==> src/rtl/pattern_sched_pkg.sv <==
// Shared types and constants for the pattern scheduler: FSM state encoding,
// requester count, pattern width, idle owner code and the round-robin picker.
package pattern_sched_pkg;

    localparam int          NUM_REQ = 3;
    localparam int          PAT_W   = 12;
    localparam int          BIT_W   = 4;
    localparam logic [3:0]  ID_IDLE = 4'hF;

    typedef enum logic [1:0] {
        ST_IDLE  = 2'd0,
        ST_LOAD  = 2'd1,
        ST_SHIFT = 2'd2,
        ST_GAP   = 2'd3
    } state_e;

    // Round-robin pick: search starts just after the last owner and wraps,
    // so the last owner itself has the lowest priority. Caller guarantees
    // at least one request bit is set.
    function automatic logic [1:0] rr_pick(input logic [NUM_REQ-1:0] req_v,
                                           input logic [1:0]         last);
        logic [1:0] pick;
        int         idx;
        pick = last;
        for (int k = NUM_REQ; k >= 1; k--) begin
            idx = (int'(last) + k) % NUM_REQ;
            if (req_v[idx]) begin
                pick = 2'(idx);
            end
        end
        return pick;
    endfunction

endpackage

==> src/rtl/tick_gen.sv <==
// Bit-period tick generator: a down-counter that pulses tick for one cycle
// when it reaches zero and then reloads TICK_DIV-1, so every tick period is
// exactly TICK_DIV cycles. reload restarts the period from the top.
module tick_gen #(
    parameter int TICK_DIV = 25_000_000
) (
    input  logic clock,
    input  logic reset_n,
    input  logic reload,
    output logic tick
);

    localparam int                CNT_W      = $clog2(TICK_DIV);
    localparam logic [CNT_W-1:0]  RELOAD_VAL = CNT_W'(TICK_DIV - 1);

    logic [CNT_W-1:0] cnt_q;
    logic [CNT_W-1:0] cnt_d;

    assign tick = (cnt_q == '0);

    // Next count: reload on request or at the end of a period, else count down.
    always_comb begin
        cnt_d = cnt_q - CNT_W'(1);
        if (reload || tick) begin
            cnt_d = RELOAD_VAL;
        end
    end

    // Counter register.
    always_ff @(posedge clock or negedge reset_n) begin
        if (!reset_n) begin
            cnt_q <= '0;
        end else begin
            cnt_q <= cnt_d;
        end
    end

endmodule

==> src/rtl/pattern_scheduler.sv <==
// Round-robin pattern scheduler: grants one of three requesters, captures its
// 12-bit pattern and shifts it out MSB first, one bit per TICK_DIV cycles,
// followed by a one-bit-period quiet gap and a done pulse.
// Optional feature macro PATTERN_REPEAT_EN: when defined, each grant sends the
// captured pattern REPEATS times back-to-back before the gap; when undefined,
// each grant sends the pattern once.
module pattern_scheduler
    import pattern_sched_pkg::*;
#(
    parameter int TICK_DIV = 25_000_000,
    parameter int REPEATS  = 2
) (
    input  logic                     clock,
    input  logic                     reset_n,
    input  logic [NUM_REQ-1:0]       req,
    input  logic [NUM_REQ*PAT_W-1:0] pat,
    output logic [NUM_REQ-1:0]       grant,
    output logic                     busy,
    output logic                     serial_out,
    output logic                     done,
    output logic [3:0]               active_id
);

`ifdef PATTERN_REPEAT_EN
    localparam int SENDS = REPEATS;
`else
    localparam int SENDS = 1;
`endif
    // Send counter is sized for the repeat count so both builds share it.
    localparam int         SEND_W     = $clog2(REPEATS + 1);
    localparam logic [1:0] OWNER_RST  = 2'(NUM_REQ - 1);
    localparam logic [BIT_W-1:0] LAST_BIT = BIT_W'(PAT_W - 1);

    state_e               state_q,  state_d;
    logic [NUM_REQ-1:0]   grant_q,  grant_d;
    logic [1:0]           owner_q,  owner_d;
    logic [PAT_W-1:0]     shreg_q,  shreg_d;
    logic [PAT_W-1:0]     backup_q, backup_d;
    logic [BIT_W-1:0]     bitcnt_q, bitcnt_d;
    logic [SEND_W-1:0]    send_q,   send_d;
    logic                 done_q,   done_d;
    logic                 tick;
    logic                 reload;

    logic [PAT_W-1:0]     pat_slice [NUM_REQ];

    genvar gi;
    generate
        for (gi = 0; gi < NUM_REQ; gi++) begin : g_pat_slice
            assign pat_slice[gi] = pat[gi*PAT_W +: PAT_W];
        end
    endgenerate

    // The bit period restarts in LOAD so the first bit gets a full period.
    assign reload = (state_q == ST_LOAD);

    tick_gen #(
        .TICK_DIV (TICK_DIV)
    ) u_tick_gen (
        .clock   (clock),
        .reset_n (reset_n),
        .reload  (reload),
        .tick    (tick)
    );

    // Next-state logic: arbitration in IDLE, capture in LOAD, bit shifting
    // and repeat handling in SHIFT, one quiet bit period in GAP.
    always_comb begin
        state_d  = state_q;
        grant_d  = grant_q;
        owner_d  = owner_q;
        shreg_d  = shreg_q;
        backup_d = backup_q;
        bitcnt_d = bitcnt_q;
        send_d   = send_q;
        done_d   = 1'b0;
        case (state_q)
            ST_IDLE: begin
                if (|req) begin
                    owner_d = rr_pick(req, owner_q);
                    grant_d = NUM_REQ'(1) << owner_d;
                    state_d = ST_LOAD;
                end
            end
            ST_LOAD: begin
                shreg_d  = pat_slice[owner_q];
                backup_d = pat_slice[owner_q];
                bitcnt_d = '0;
                send_d   = '0;
                state_d  = ST_SHIFT;
            end
            ST_SHIFT: begin
                if (tick) begin
                    if (bitcnt_q == LAST_BIT) begin
                        if (send_q == SEND_W'(SENDS - 1)) begin
                            state_d = ST_GAP;
                        end else begin
                            send_d   = send_q + SEND_W'(1);
                            shreg_d  = backup_q;
                            bitcnt_d = '0;
                        end
                    end else begin
                        shreg_d  = {shreg_q[PAT_W-2:0], 1'b0};
                        bitcnt_d = bitcnt_q + BIT_W'(1);
                    end
                end
            end
            ST_GAP: begin
                if (tick) begin
                    grant_d = '0;
                    done_d  = 1'b1;
                    state_d = ST_IDLE;
                end
            end
            default: begin
                state_d = ST_IDLE;
            end
        endcase
    end

    // State registers; reset abandons any send and makes requester 0 first.
    always_ff @(posedge clock or negedge reset_n) begin
        if (!reset_n) begin
            state_q  <= ST_IDLE;
            grant_q  <= '0;
            owner_q  <= OWNER_RST;
            shreg_q  <= '0;
            backup_q <= '0;
            bitcnt_q <= '0;
            send_q   <= '0;
            done_q   <= 1'b0;
        end else begin
            state_q  <= state_d;
            grant_q  <= grant_d;
            owner_q  <= owner_d;
            shreg_q  <= shreg_d;
            backup_q <= backup_d;
            bitcnt_q <= bitcnt_d;
            send_q   <= send_d;
            done_q   <= done_d;
        end
    end

    assign grant      = grant_q;
    assign busy       = (state_q != ST_IDLE);
    assign serial_out = (state_q == ST_SHIFT) && shreg_q[PAT_W-1];
    assign done       = done_q;
    assign active_id  = (state_q == ST_IDLE) ? ID_IDLE : {2'b00, owner_q};

endmodule

==> config.mk <==
export PLATFORM = sky130hd
export DESIGN_NAME = pattern_scheduler
export DESIGN_NICKNAME = d
export VERILOG_FILES = /design/src/rtl/pattern_sched_pkg.sv /design/src/rtl/tick_gen.sv /design/src/rtl/pattern_scheduler.sv
export SDC_FILE = /design/constraint.sdc
export NUM_CORES = 1
export LEC_CHECK = 0
export BUFFER_PORTS_ARGS = -buffer_cell sky130_fd_sc_hd__buf_4
export CORE_AREA = 2 2 80 140
export DETAILED_ROUTE_END_ITERATION = 7
export DIE_AREA = 0 0 82 142
export GPL_TIMING_DRIVEN = 1
export SKIP_CTS_REPAIR_TIMING = 1
export SYNTH_ARGS = -nofsm -noshare
export SYNTH_HDL_FRONTEND = slang
export SYNTH_SLANG_ARGS = --single-unit
==> constraint.sdc <==
create_clock -name clock -period 3.6 [get_ports clock]
set_clock_uncertainty 0.05 [all_clocks]
set_input_delay 0.18 -clock clock [delete_from_list [all_inputs] [get_ports clock]]
set_output_delay 0.18 -clock clock [all_outputs]
set_load 0.03 [all_outputs]
==> Word-level counts from Yosys, hierarchy flattened <==
Cells that the tools add are included.
W data, S select, Z words.
{ "word_totals": {"word_cells": 91, "rom_bits": 0, "latchBits": 0, "input_bits": 41, "output_inout_bits": 10, "n_memories": 0, "ramBits": 0, "reg_bits": 63} }
{ "op_classes": {"n_shift": 1, "n_bitwise": 1, "mul": 0, "reduce_logical": 14, "n_eq_ne": 11, "n_mux": 42, "addsub": 6, "div_mod_pow": 3, "magnitude_cmp": 4} }
{ "op_table": {"columns": ["cell", "n"], "rows": [
  ["$lt A32 B4 Y1 const B", 3],
  ["$mod A32 B3 Y32 const B", 3],
  ["$mux W12", 5],
  ["$mux W2", 13],
  ["$logic_not A25 Y1", 1],
  ["$mux W25", 1],
  ["$sub A25 B1 Y25 const B", 1],
  ["$bmux W12 S2", 1],
  ["$pmux W12 S2", 1],
  ["$mux W4", 4],
  ["$mux W1", 8],
  ["$ne A2 B2 Y1 const B", 4],
  ["$pmux W2 S4", 1],
  ["$pmux W4 S2", 1],
  ["$add A2 B2 Y3 const B", 2],
  ["$bmux W1 S2", 3],
  ["$mux W3", 2],
  ["$pmux W3 S2", 1],
  ["$reduce_and A3 Y1", 2],
  ["$reduce_bool A2 Y1", 3],
  ["$reduce_and A5 Y1", 1],
  ["$add A4 B1 Y4 const B", 1],
  ["$eq A2 B2 Y1 const B", 2],
  ["$eq A4 B4 Y1 const B", 1],
  ["other kinds (15)", 17]
]} }

==> Logic depth before layout (Yosys ltp) <==
Gate-level depths: netlist of the first run.
{ "depth": {"word_depth": 13, "mapped_depth": 10, "depth_no_buf": 7} }

==> Cells and area by module <==
From an unflattened synthesis of the first run, not the netlist that was laid out.
{ "unflattened": {"cells_unflattened": 389, "area_unflattened_um2": 3663.5} }
{ "modules_own_cells": {"columns": ["module", "instances", "seq_area_each_um2", "cells_each", "area_per_inst_um2"], "rows": [
  ["pattern_scheduler", 1, 952.2, 261, 2363.5],
  ["tick_gen", 1, 625.6, 128, 1300.0]
]} }

==> Worst setup path after synthesis of the first run <==
Ideal clock, no wire load.
{ "synth_path": {"path_kind": "register to register", "startpoint": "register owner_q[1]", "endpoint": "register grant_q[0], in the netlist grant[0]", "period_less_slack_ns": 2.501, "setup_time_ns": 0.122, "stages_incl_launch_ff": 10, "path_slack_ns": 1.099, "t_arrival_ns": 2.329, "t_required_ns": 3.428, "n_path_buf": 3, "path_cell_list": "dfstp_2 -> buf_2 -> buf_1 -> inv_1 -> ha_1 -> clkbuf_1 -> o21a_1 -> a211o_1 -> o211a_1 -> a32o_1"} }
{ "synth_via": {"elab_chain_cells": 13, "elab_cells_between_ends": 23, "cone_classes": "3 x add/sub; 3 x div; 1 x shift; 16 x mux"} }
{ "synth_rtl": {"columns": ["element", "line_no", "text"], "rows": [
  ["start, declared", "pattern_scheduler.sv:36", "logic [1:0] owner_q, owner_d;"],
  ["start signal, assigned", "pattern_scheduler.sv:135", "owner_q <= owner_d;"],
  ["$add A2 B2 Y3", "pattern_sched_pkg.sv:26", "idx = (int'(last) + k) % NUM_REQ;"],
  ["$mod A32 B3 Y32", "pattern_sched_pkg.sv:26", null],
  ["$bmux W1 S2", "pattern_sched_pkg.sv:27", "if (req_v[idx]) begin"],
  ["$mux W1 (implied by the code) (2 in a row)", "pattern_sched_pkg.sv:27", null],
  ["$mux W2 (2 in a row)", "pattern_sched_pkg.sv:27", null],
  ["$mux W2 (*)", "pattern_sched_pkg.sv:27", null],
  ["$mux W2 (*)", "pattern_scheduler.sv:79", "if (|req) begin"],
  ["$mux W2 (*)", "pattern_scheduler.sv:77", "case (state_q)"],
  ["$shl A1 B2 Y3 (*)", "pattern_scheduler.sv:81", "grant_d = NUM_REQ'(1) << owner_d;"],
  ["$mux W3 (*)", "pattern_scheduler.sv:79", null],
  ["$pmux W3 S2 (*)", "pattern_scheduler.sv:77", null],
  ["end signal, assigned", "pattern_scheduler.sv:134", "grant_q <= grant_d;"],
  ["end, declared", "pattern_scheduler.sv:35", "logic [NUM_REQ-1:0] grant_q, grant_d;"]
]} }
Mark *: on every way between the ends. The rest lies on a longest branch, timed or not. The select of a mux whose other input is x is not followed.
A chain may end at the register's enable or synchronous reset.

==> Worst setup path in the final report of the first run <==
{ "layout_path": {"startpoint": "register u_tick_gen.cnt_q[0]", "endpoint": "register send_q[1]"} }
{ "layout_via": {"elab_chain_cells": 3} }
{ "layout_rtl": {"columns": ["element", "line_no", "text"], "rows": [
  ["start, declared", "tick_gen.sv:16", "logic [CNT_W-1:0] cnt_q;"],
  ["start signal, assigned", "tick_gen.sv:34", "cnt_q <= cnt_d;"],
  ["$logic_not A25 Y1", "tick_gen.sv:19", "assign tick = (cnt_q == '0);"],
  ["$ne A2 B1 Y1 (no line)", null, null],
  ["$reduce_and A4 Y1 (no line)", null, null],
  ["end signal, assigned", "pattern_scheduler.sv:139", "send_q <= send_d;"],
  ["end, declared", "pattern_scheduler.sv:40", "logic [SEND_W-1:0] send_q, send_d;"]
]} }
No other way between the ends.

==> metrics.cfg, run 1 <==
[cts]
clk_latency_ns = 0.33
cts.clk_slew.worst_paths_ns = 0.06
cts_buffer_depth = 2
cts_buffers = 9
clock-sinks = 63
cts_root_buffer = clkbuf_16
h-tree-depth = 3
cts_tree = built

[pwr]
cellPowerDensity_nw_per_um2 = 366
switchingPower_mw = 0.369
intPower_mw = 1.23
clockPowerShare_pct = 48.8
p_leak_nw = 1.90
p_comb_share_pct = 5.6
switching_share_pct = 23.0
peakVddDrop_mv = 0.260
sequentialPowerShare_pct = 45.6

[timing]
setup_viol = 0
post-route-worst-setup-slack_ns = 1.11
layout_min_cycle_time_ns = 2.49
max-slew-margin-rel_pct = 46.1
max_freq_mhz = 401
timing.setup.tns_ns = 0
whs_ns = 0.104
final_hold_viol_count = 0
worst_slew_pin_slew_ns = 0.808
slew_viol_final = 0
rsz0062_at_grt = no
finalCritPeriodShare_pct = 69.3

[global_route]
gr-total-overflow = 0
grt_max_degree = 64
grt_first_pass_wirelength_um = 14400
grtUsageTotal_pct = 15.9
grt_pass1_vias = 3065
antenna_found_initial = 0

[final_layout]
fin_cells = 566
mostFrequentLayoutCells = 62 x dfrtp_1, 54 x buf_4, 50 x nor2_1
mostFrequentLayoutCell = dfrtp_1
layout.nets = 481
n_antenna_cell = 0
area_growth_syn_to_layout_pct = 21.3
layout-drive-gt1-share_pct = 20.9

[logic_synthesis]
ys_types = 56
synthArstFlopShare_pct = 100
ys_ff_latch = 63
synthCells = 382
synth_nets = 432
synth_area_sq_um = 3600
synth_flop_cell = dfrtp_1
synth_area_leader_cell = dfrtp_1
syn_area_per_cell_sq_um = 9.42
ys_warn_count = 0
synth-seq-area-share_pct = 43.8
synth_edf_count = 0
yosys.area.top_type_share_pct = 43.1
ys_top_cells_by_area = dfrtp_1 43%, mux2i_1 7.0%, nor2_1 5.2%, xnor2_1 4.1%, a21oi_1 3.9%

[die]
rows = 50
fp.dieH_um = 142
die_area_sq_um = 11600
ios = 51
core_area_sq_um = 10500
die_x_um = 82
start_util_pct = 34.2

[drt]
post_drt_wl_per_cell_um = 15.0
totalWireLength_um = 8470
num_vias = 2960
drcViolationCount = 0
drt_iter0_drc = 151
vias_per_cell = 5.23
ant_nets = 0
firstDrtPassIters = 4

[status]
status = complete, no violations

[critical_path]
path_class = reg2reg
crit_fanout = 5
required_ns = 3.77
cp-start-kind = flip-flop
cp.arrival_ns = 2.66
r2r_slack_ns = 1.11
end_kind = flip-flop

[worst_hold_path]
holdCritPathClass = in2reg

[placement]
place_inst = 549
io_buffers = 50
post-place-ws_ns = 1.12
gp_congestion = 0.790
dp_hpwl_um = 6090

[flow_run]
cap_violations = 0

final cells by class:
type                       instances  area, sq um
fill                            1068         6140
clock inverter                     6         37.5
multi-input combinational        291         1900
inverter                          11         41.3
timing repair buffer              55          415
tap                              130          163
sequential                        63         1580
clock buffer                      10          229
path summary, 6_finish.rpt:
check,to,startpoint,depth (start not counted)
max,send_q[1],u_tick_gen.cnt_q[0],7
min reg2reg,u_tick_gen.cnt_q[0],u_tick_gen.cnt_q[0],1
max reg2reg,send_q[1],u_tick_gen.cnt_q[0],7
max in group asynchronous,owner_q[0],reset_n,2
min in group asynchronous,u_tick_gen.cnt_q[16],reset_n,2
min,backup_q[6],pat[18],3
power by group through the flow:
stage	combinational [mW]	sequential, mW	clock [mW]
after floorplan	0.0333	0.740	0
after global placement	0.0896	0.742	0
after detailed placement	0.0917	0.742	0
after CTS	0.0919	0.730	0.795
after global routing	0.103	0.731	0.827
final	0.0899	0.729	0.780
synthesized netlist by cell type, drive strengths merged (2+ instances only):
cell    count
o31ai       2
or3         8
nand4       5
or2        11
xor2        4
and4        2
nor3       10
a22o        3
ha          9
clkbuf      7
nor4        8
a32o        3
xnor2      17
a22oi       2
dfrtp      62
mux2        3
nand2      26
nand3      20
and2        2
nand3b      2
o21ai       9
o211ai     14
nor4b       2
a21oi      28
a21boi      2
buf        10
mux2i      25
or4         3
nor2b       5
nand2b      5
inv        11
nor2       50
critical path: stages, from the launching register on:
cell and delay, ns:
dfrtp_1 0.40, inv_1 0.07, ha_1 0.21, or4b_4 0.51
nor3_4 0.29, and4_1 0.28, mux2_1 0.33, a22o_1 0.24
cell families (layout without fill, tap and decap cells):
logic type                 Yosys count  in the layout  share of synthesized area (%)
buffers and inverters               28             82                           3.27
DFF                                 63             63                           43.8
and+or+nand+nor                    162            162                           23.6
xor gates and xnor gates            21             21                           5.11
adders and majority gates            9              9                           3.13
muxes                               28             28                           7.99
AOI/OAI and AO/OA                   71             71                           13.0
per-layer routing:
| metal | up-vias | global-route usage, % | wire length [um] |
|---|---|---|---|
| li1 | 1456 | - | - |
| met1 | 1455 | 17.7 | 3230 |
| met2 | 31 | 28.3 | 4830 |
| met3 | 18 | 3.68 | 189 |
| met4 | 0 | 6.67 | 216 |
| met5 | - | 0 | 0 |
metrics by stage:
step	power (mW)	instance area (sq um)	util [%]
after CTS	1.62	4360	41.5
after detailed placement	0.834	4090	38.9
after floorplan	0.773	3600	-
final	1.60	4370	41.6
after global routing	1.66	4370	41.6
after global placement	0.831	4090	38.9
flip-flops by register name, indices dropped and copies added (netlist names):
register and cells:
backup_q 12, bitcnt_q 4, done 1, grant 3
owner_q 2, send_q 2, shreg_q 12, state_q 2
u_tick_gen.cnt_q 25
Power figures use the tool's default switching activity.
==> run 2, diff against run 1 <==
- clock period: 3.6 -> 2.58 ns (I/O delays scaled with it)
==> run 2 against run 1 <==
First-iteration DRC count down 25%. Sequential share of layout area down 0.89 points. Worst hold slack got worse by 0.046 ns. Combinational power grew 39%.
==> metrics.cfg, run 2 (synthesis gave the netlist of run 1 again) <==
[critical_path]
worstReg2RegStart = u_tick_gen.cnt_q[0]
cp.arrival_ns = 2.52
crit_buf_inv = 1
path_class = reg2reg
rr_worst_depth = 7
required_ns = 2.75
r2r_slack_ns = 0.22
reg2reg_to = send_q[1]
cp_slowest_cell = or4b_4
cp_top_family = simple AND/OR/NAND/NOR gates
critPathCapture = send_q[1]
end_kind = flip-flop
cpPeakStageDelay_ns = 0.51
crit_fanout = 4
cp-start-kind = flip-flop
critical_path.cell_chain = inv_1, ha_1, or4b_4, nor3_4, and4_1, mux2_1, a22o_1
crit_cells = 7
cp-startpoint = u_tick_gen.cnt_q[0]

[final_layout]
layout-drive-gt1-share_pct = 22.2
largest_reg_flops = 25
fillCellCount = 1052
mostFrequentLayoutCells = 62 x dfrtp_1, 60 x buf_4, 50 x nor2_1
largest_register = u_tick_gen.cnt_q
n_antenna_cell = 0
area_growth_syn_to_layout_pct = 24.4
layout.nets = 487
mostFrequentLayoutCell = dfrtp_1
final_core_util_pct = 42.6
largestRegisters = u_tick_gen.cnt_q (25), backup_q (12), shreg_q (12)

[timing]
layout_min_cycle_time_ns = 2.36
rsz0062_at_grt = no
final_hold_viol_count = 0
timing.setup.tns_ns = 0
max_freq_mhz = 425
setup_viol = 0
slew_viol_final = 0
max-slew-margin-rel_pct = 31.2
worst_slew_pin_slew_ns = 1.03
finalCritPeriodShare_pct = 91.3
post-route-worst-setup-slack_ns = 0.225

[drt]
post_drt_wl_per_cell_um = 14.8
totalWireLength_um = 8470
num_vias = 2948
drt_iter0_drc = 114
vias_per_cell = 5.15
drcViolationCount = 0
firstDrtPassIters = 4
ant_nets = 0

[die]
start_util_pct = 34.2
ios = 51
core_area_sq_um = 10500
fp.dieH_um = 142
rows = 50
die_area_sq_um = 11600
die_x_um = 82

[worst_hold_path]
holdCritPathClass = in2reg

[cts]
clk_latency_ns = 0.33
clock-sinks = 63
cts_tree = built
cts_buffers = 9
cts.clk_slew.worst_paths_ns = 0.06
cts_root_buffer = clkbuf_16
cts_buffer_depth = 2
h-tree-depth = 3

[global_route]
antenna_found_initial = 0
grt_pass1_vias = 3009
gr-total-overflow = 0
grt_first_pass_wirelength_um = 14000
grtUsageTotal_pct = 15.7
grt_max_degree = 64

[placement]
dp_hpwl_um = 6170
gp_congestion = 0.878
post-place-ws_ns = 0.214
io_buffers = 50

[flow_run]
cap_violations = 0

[pwr]
cellPowerDensity_nw_per_um2 = 553
peakVddDrop_mv = 0.551
p_leak_nw = 1.96

[status]
status = complete, no violations

## run 2: changes by cell type in the layout (fill, tap and decap cells not counted), sizes merged
cell	previous run	this run
buf	54	60
bufinv	0	2
clkinv	3	1
clkinvlp	3	2
inv	11	12
## run 2: how the worst min path moves through the flow
| stage | from | end | slack [ns] | depth (start not counted) |
|---|---|---|---|---|
| after floorplan | reset_n | backup_q[0] | -0.22 | 0 |
| after global placement | reset_n | u_tick_gen.cnt_q[21] | 0.22 | 1 |
| after detailed placement | reset_n | u_tick_gen.cnt_q[19] | 0.22 | 1 |
| after CTS | reset_n | u_tick_gen.cnt_q[19] | -0.13 | 1 |
| after global routing | pat[15] | backup_q[3] | 0.07 | 3 |
| final | pat[16] | backup_q[4] | 0.06 | 3 |
## run 2: worst min-delay path, stage by stage
cell and delay (ns):
buf_4 0.08, a21oi_1 0.07, a21oi_1 0.13
## run 2: metrics by stage
stage               instances  hold slack (ns)  area, sq um  power (mW)
floorplan                 382           -0.217         3600        1.08
global placement          555            0.222         4140        1.16
detailed placement        555            0.224         4140        1.16
CTS                       571           -0.131         4470        2.50
global route              572           0.0711         4480        2.57
finish                    572           0.0586         4480        2.47
## run 2: routing by layer
layer	GRT usage [%]	part of all wire, %	up-vias
li1	-	-	1470
met5	0	0	-
met3	3.62	2.3	14
met4	6.49	2.0	0
met1	16.7	40	1438
met2	28.8	56	26
## run 2: final cells by class
cell class	count	area [sq um]	share of cell area, %
tap	130	163	3.63
multi-input combinational	291	1900	42.5
inverter	11	41.3	0.922
clock buffer	10	239	5.34
timing repair buffer	61	460	10.3
sequential	63	1580	35.2
clock inverter	6	92.6	2.07
## run 2: where the power goes
part           switching (mW)  internal [mW]  leakage [nW]
Sequential             0.0101           1.01         0.738
Clock                   0.456          0.876         0.155
Combinational          0.0588         0.0659          1.07
Total                   0.525           1.95          1.96
